<file path="config.mk">
export PLATFORM = sky130hd
export DESIGN_NAME = sat_counter
export DESIGN_NICKNAME = d
export VERILOG_FILES = /design/src/rtl/dff2_checker_sat_counter.sv
export SDC_FILE = /design/constraint.sdc
export NUM_CORES = 1
export LEC_CHECK = 0
export ABC_AREA = 1
export CAP_MARGIN = 20
export CORE_MARGIN = 2
export CORE_UTILIZATION = 25
export CTS_BUF_LIST = sky130_fd_sc_hd__clkbuf_8
export DETAILED_ROUTE_END_ITERATION = 12
export HOLD_SLACK_MARGIN = 0.06
export REMOVE_ABC_BUFFERS = 1
export SLEW_MARGIN = 5
export SYNTH_ARGS = -nofsm -noshare
export SYNTH_HDL_FRONTEND = slang
export SYNTH_SLANG_ARGS = --single-unit
</file>
<file path="constraint.sdc">
create_clock -name clk -period 1.55 [get_ports clk]
set_input_delay 0.2325 -clock clk [delete_from_list [all_inputs] [get_ports clk]]
set_output_delay 0.2325 -clock clk [all_outputs]
set_load 0.01 [all_outputs]
</file>
<file path="src/rtl/dff2_checker_sat_counter.sv">
// Saturating up-counter with synchronous clear; never wraps.
module sat_counter #(
  parameter int W = 16
) (
  input  logic         clk,
  input  logic         reset,
  input  logic         inc,
  input  logic         clr,
  output logic [W-1:0] count
);

  logic [W-1:0] count_q;
  logic [W-1:0] count_d;

  always_comb begin
    count_d = count_q;
    if (clr) begin
      count_d = '0;
    end else if (inc && (count_q != '1)) begin
      count_d = count_q + W'(1);
    end
  end

  always_ff @(posedge clk) begin
    if (reset) begin
      count_q <= '0;
    end else begin
      count_q <= count_d;
    end
  end

  assign count = count_q;

endmodule

</file>
After elaboration in Yosys (flattened, before gate mapping)
Cells that the tools add are included.
Widths: inputs -> output; s select.
{"block": "word_totals", "out_inout_bits": 16, "input_bits": 4, "ff_bits": 16, "word_cells": 5}
{"block": "classes", "n_eq_ne": 1, "addsub": 1, "n_reduce_logical": 2}
{"op": "$add 16x1->16 const B", "n": 1}
{"op": "$ne 16x16->1 const B", "n": 1}
{"op": "$reduce_or 2->1", "n": 1}
{"op": "$logic_and 1x1->1", "n": 1}

Depth between registers and ports, before layout
Gate-level depths: netlist (run 1).
{"block": "logic_depth", "word_depth": 2, "depth_mapped": 9, "mapped_depth_nobuf": 9}

Worst setup path before layout (run 1)
OpenSTA, ideal clock, no wires.
{"block": "synth_path", "path_type": "reg-to-reg", "from": "register count_q[0], in the netlist count[0]", "to": "register count_q[15], in the netlist count[15]", "t_required_ps": 1435, "synth_period_minus_slack_ps": 1427, "setup_time_ps": 115, "path_slack_ps": 123, "stages_incl_launch_ff": 8, "t_arrival_ps": 1312, "n_path_buf": 1, "path_cell_list": "dfxtp_1 > ha_1 > nand2_1 > nor2_4 > nand4_4 > buf_6 > a21oi_1 > nor2_1"}
{"block": "synth_between", "elab_chain_len": 2, "word_cells_on_any_way": 3, "classes_between": "add/sub (1); eq/ne (1); reduce/logical (1)"}
{"item": "start, declared", "line": "12", "source": "logic [W-1:0] count_q;"}
{"item": "start signal, assigned", "line": "28", "source": "count_q <= count_d;"}
{"item": "branches (longest 2 deep; another with $add 16x1->16)"}
Several ways; the timed one is not identified.
A chain may end at the register's enable or synchronous reset.

Worst setup path after layout (run 1)
{"block": "layout_path", "from": "register count_q[2], in the netlist count[2]", "to": "output port count[2]"}
{"item": "end, declared", "line": "9", "source": "output logic [W-1:0] count"}
No word-level cell between the ends.

==> flow_summary.toml, run 1 <==
[final_layout]
layout.cells.most_common_list = "43 x sky130_fd_sc_hd__nand2_1, 36 x sky130_fd_sc_hd__nor2_1, 19 x sky130_fd_sc_hd__clkdlybuf4s50_1"
final_cells = 228
fillerInstances = 434
design.final.nets = 185
antenna-diode-count = 0
design_area_um2 = 1310
largest_reg_flops = 16
syn2layout_area_growth_pct = 30.1
proportion_of_layout_cells_with_a_drive_suffix_above_1 = 0.152
mostFrequentLayoutCell = "sky130_fd_sc_hd__nand2_1"
finalCoreUtilization = 0.332

[clocking]
cts.sinks = 16
cts.hold.buffers_added = 0
ctsHtreeMaxLevel = 1
maximum_clock_path_buffer_count = 2
cts_buffers = 3
tritoncts = "built"
cts.reportedPaths.clkPinSlew_ns = 0.06
clock_tree.root_cell = "sky130_fd_sc_hd__clkbuf_8"
post-cts-setup-buffer-count = 0
insertion_delay_ns = 0.25

[route]
avgRoutedWirePerCell_um = 9.88
num_vias = 956
drt.antenna.violating_nets = 0
route.detailed.vias_per_inst = 4.19
routed_wire_length_um = 2250
drt_first_iter_violations = 50
drt-pass1-iter-count = 4
drc = 0

[timing]
tightest_slew_ns = 0.240
timing.hold.ws_ns = 0.513
max-slew-margin-rel = 0.840
final_max_slew_viol_count = 0
final-setup-viol-count = 0
finalSetupTns_ns = 0
rsz_0062_raised_after_global_routing = "false"
finalWorstPathRequiredPeriod_ns = 1.48
final.period_utilization = 0.953
fmaxAchievable_mhz = 677
report.final.hold_viol_count = 0
final.setup_skew_ns = 0.000894

[setup_path]
critical_path.cell_chain = "clkdlybuf4s50_1"
cpMaxStageDelayCell = "sky130_fd_sc_hd__clkdlybuf4s50_1"
worst_ep_required_time_ns = 1.32
cp_max_fo = 6
critical_path.top_delay_family = "buffers and inverters"
worst_path_largest_cell_delay_ns = 0.58
r2r_setup_slack_ns = 0.15
worst-path-buf-inv = 1
critical_path_sink_type = "output pin"
startpoint_to_endpoint_class_of_the_critical_path = "flip-flop to output pin"
cp_data_arrival_time_ns = 1.25
startpoint_type = "flip-flop"

[synthesis]
synthesis.yosys.warnings = 0
synth_area_um2 = 1000
synth_cells = 156
postSynthRegisterBits = 16
synth_seq_area_share = 0.319
synth.avg_cell_area_um2 = 6.44
netlist-cell-type-count = 20

[worst_hold_path]
holdCritPathClass = "flip-flop to flip-flop"

[pwr]
comb_power_share = 0.059
cellLeakagePower_nw = 0.513
power.share.clock = 0.406
sw_frac_of_total = 0.219
power.switching_mw = 0.170
ir_worst_vdd_v = 0.000482
share_seq_of_total_power = 0.535
pwr_density_cell_nw_per_um2 = 596
cellInternalPower_mw = 0.609

[global_route]
grt_first_pass_wirelength_um = 3860
grt_use_total = 0.112
grt_pass1_vias = 819
grt_overflow = 0
grt_max_degree = 17
initial_antenna_violation_count = 0

[floorplanning]
start_util = 0.255
rows = 23
die-width_um = 67.4
design.core.area_um2 = 3940
ioPinCount = 20
die_h_um = 67.4
dieArea_um2 = 4540

[place]
io_buffer_count = 19
post-place-cells = 225
placedInstanceArea_um2 = 1250
gpl.final_weighted_congestion = 0.803
detailedPlacementHpwl_um = 1700

[flow_run]
cap_viol_max_count = 0

[outcome]
outcome = "finished, final reports clean"
-- cell families after synthesis --
kind of cell    Yosys count  share of synthesized area
flops                    16                      0.319
simple gates            112                      0.542
buf+inv                  18                     0.0822
fa+ha+maj                 1                     0.0125
compound gates            9                     0.0448
-- per-stage QoR --
| step | power [mW] | setup slack [ns] |
|---|---|---|
| final | 0.779 | 0.0723 |
| after global routing | 0.816 | 0.0110 |
| after CTS | 0.791 | 0.0585 |
| after detailed placement | 0.471 | -0.0662 |
| after global placement | 0.470 | -0.0132 |
| after floorplan | 0.448 | 0.167 |
-- power groups by stage --
stage          sequential, mW  combinational, mW  clock (mW)
4_1_cts                 0.416             0.0458       0.329
3_3_place_gp            0.425             0.0447           0
3_5_place_dp            0.425             0.0455           0
5_1_grt                 0.417             0.0518       0.348
6_report                0.417             0.0461       0.316
2_1_floorplan           0.426             0.0214           0
-- metal layers --
metal | GRT usage | routed length (um) | up-vias
met1 | 0.153 | 1140 | 408
met2 | 0.168 | 992 | 19
met5 | 0 | 0 | -
li1 | - | - | 527
met3 | 0.0433 | 103 | 2
met4 | 0.0179 | 14 | 0
-- what timing repair did --
| item | in CTS | in global routing |
|---|---|---|
| hold endpoints to repair | 0 | 0 |
| endpoints found under the setup margin | 0 | 9 |
| resized for setup | 0 | 6 |
-- cell usage after synthesis, drive strengths merged --
cell,n,area share
dfxtp,16,0.32
and3,1,0.0075
nor2,48,0.24
buf,2,0.022
a21oi,7,0.035
nand3,13,0.065
inv,16,0.060
ha,1,0.012
o21ai,2,0.010
nand3b,1,0.0075
nand2,46,0.19
and2,1,0.0075
nand4,2,0.027
-- final timing paths --
check	start	endpoint	cells past startpoint
hold reg to reg	count[0]	count[0]	2
setup reg to reg	count[0]	count[15]	6
hold / removal	count[0]	count[0]	2
setup / recovery	count[2]	count[2]	1
-- layout make-up --
| type | instances | area (um^2) | area share |
|---|---|---|---|
| tap | 50 | 62.6 | 0.0478 |
| inverter | 16 | 60.1 | 0.0459 |
| clock buffer | 3 | 41.3 | 0.0316 |
| multi-input combinational | 122 | 616 | 0.471 |
| sequential | 16 | 323 | 0.247 |
| timing repair buffer | 21 | 205 | 0.157 |
Note: power is estimated with default switching activity, not from simulation.
==> run 2, diff against run 1 <==
--- a/config.mk
+++ b/config.mk
@@ -7,11 +7,10 @@
 export LEC_CHECK = 0
 export ABC_AREA = 1
 export CAP_MARGIN = 20
-export CORE_MARGIN = 2
 export CORE_UTILIZATION = 25
 export CTS_BUF_LIST = sky130_fd_sc_hd__clkbuf_8
 export DETAILED_ROUTE_END_ITERATION = 12
-export HOLD_SLACK_MARGIN = 0.06
+export HOLD_SLACK_MARGIN = 0.08
 export REMOVE_ABC_BUFFERS = 1
 export SLEW_MARGIN = 5
 export SYNTH_ARGS = -nofsm -noshare
==> flow_summary.toml, run 2 (synthesis results as in run 1) <==
[floorplanning]
design.core.area_um2 = 3740
ioPinCount = 20
die-width_um = 65.4
start_util = 0.268
rows = 22
die_h_um = 65.4
dieArea_um2 = 4280

[clocking]
cts.reportedPaths.clkPinSlew_ns = 0.06
tritoncts = "built"
cts_buffers = 3
post-cts-setup-buffer-count = 0
cts.sinks = 16
maximum_clock_path_buffer_count = 2
clock_tree.root_cell = "sky130_fd_sc_hd__clkbuf_8"
ctsHtreeMaxLevel = 1
insertion_delay_ns = 0.25

[place]
io_buffer_count = 19
gpl.final_weighted_congestion = 0.852
detailedPlacementHpwl_um = 1640
placedInstanceArea_um2 = 1250

[final_layout]
proportion_of_layout_cells_with_a_drive_suffix_above_1 = 0.134
layout.cells.most_common_list = "43 x sky130_fd_sc_hd__nand2_1, 37 x sky130_fd_sc_hd__nor2_1, 19 x sky130_fd_sc_hd__clkdlybuf4s50_1"
mostFrequentLayoutCell = "sky130_fd_sc_hd__nand2_1"
syn2layout_area_growth_pct = 29.3
design.final.nets = 186
design_area_um2 = 1300
largest_reg_flops = 16
finalCoreUtilization = 0.347
antenna-diode-count = 0

[global_route]
grt_pass1_vias = 759
grt_overflow = 0
grt_max_degree = 17
initial_antenna_violation_count = 0
grt_use_total = 0.106
grt_first_pass_wirelength_um = 3470

[timing]
report.final.hold_viol_count = 0
final.setup_skew_ns = 0.000850
fmaxAchievable_mhz = 669
tightest_slew_ns = 0.225
final-setup-viol-count = 0
finalWorstPathRequiredPeriod_ns = 1.50
rsz_0062_raised_after_global_routing = "false"
final_max_slew_viol_count = 0
final.period_utilization = 0.965
max-slew-margin-rel = 0.850

[setup_path]
critical_path.top_delay_family = "buffers and inverters"
worst_path_largest_cell_delay_ns = 0.58
worst-path-buf-inv = 1
worst_ep_required_time_ns = 1.32
r2r_cells = 6
critical_path.cell_chain = "clkdlybuf4s50_1"
critical_path_sink_type = "output pin"
worst_r2r_endpoint = "count[15]"
r2r_setup_slack_ns = 0.17
cp_data_arrival_time_ns = 1.26
cpMaxStageDelayCell = "sky130_fd_sc_hd__clkdlybuf4s50_1"
cp_max_fo = 5
reg2reg_from = "count[1]"
startpoint_to_endpoint_class_of_the_critical_path = "flip-flop to output pin"
startpoint_type = "flip-flop"

[route]
routed_wire_length_um = 2080
route.detailed.vias_per_inst = 4.15
num_vias = 942
drc = 0
drt_first_iter_violations = 23
avgRoutedWirePerCell_um = 9.16
drt-pass1-iter-count = 4
drt.antenna.violating_nets = 0

[worst_hold_path]
hold_path.startpoint = "count[1]"
min_to = "count[1]"
holdCritPathClass = "flip-flop to flip-flop"
hold_path_depth = 2

[outcome]
outcome = "finished, final reports clean"

[pwr]
cellLeakagePower_nw = 0.516
finalPower_mw = 0.775
pwr_density_cell_nw_per_um2 = 597
ir_worst_vdd_v = 0.000426

[flow_run]
cap_viol_max_count = 0
## run 2: cell types whose count changed in the layout (fill, tap and decap cells not counted)
cell	before	now
sky130_fd_sc_hd__nor2_4	5	4
sky130_fd_sc_hd__a21oi_1	6	7
sky130_fd_sc_hd__dfxtp_2	2	0
sky130_fd_sc_hd__a21oi_2	1	0
sky130_fd_sc_hd__nor2_1	36	37
sky130_fd_sc_hd__dfxtp_1	14	16
sky130_fd_sc_hd__buf_4	2	3
## run 2: worst max path at each step
stage	from	to	slack, ns	cells after the start
3_3_place_gp	inc	count[14]	0.05	8
5_1_grt	count[8]	count[8]	0.005	1
4_1_cts	count[8]	count[8]	0.05	1
2_1_floorplan	count[0]	count[0]	0.17	9
6_report	count[8]	count[8]	0.05	1
3_5_place_dp	inc	count[14]	-0.02	8
## run 2: area by class of cell
cell class                 instances  area (um^2)
clock buffer                       3         41.3
inverter                          16         60.1
tap                               48         60.1
multi-input combinational        122          604
sequential                        16          320
fill                             417         2440
timing repair buffer              22          213
## run 2: through the flow
step	worst slack, ns	TNS [ns]	hold slack (ns)	cells
after CTS	0.0546	0	0.527	227
after detailed placement	-0.0203	-0.0203	0.518	224
final	0.0544	0	0.522	227
after global placement	0.0465	0	0.513	224
after floorplan	0.167	0	0.492	154
after global routing	0.00473	0	0.558	227
## run 2: report_power, final
part | switching (mW) | internal (mW)
Clock | 0.140 | 0.172
Combinational | 0.0237 | 0.0236
Sequential | 0.00185 | 0.414
## run 2: per-layer routing
layer	vias to the layer above	global-route usage	routed length [um]	share of wire
met5	-	0	0	0
met4	0	0.0299	19	0.0091
met3	4	0.0365	90	0.043
met2	20	0.166	899	0.43
met1	387	0.136	1070	0.52
li1	531	-	-	-
## run 2: repair_timing
item | in CTS | in global routing
resized for setup | 0 | 1
hold endpoints to repair | 0 | 0
hold buffers | 0 | 0
endpoints found under the setup margin | 0 | 1
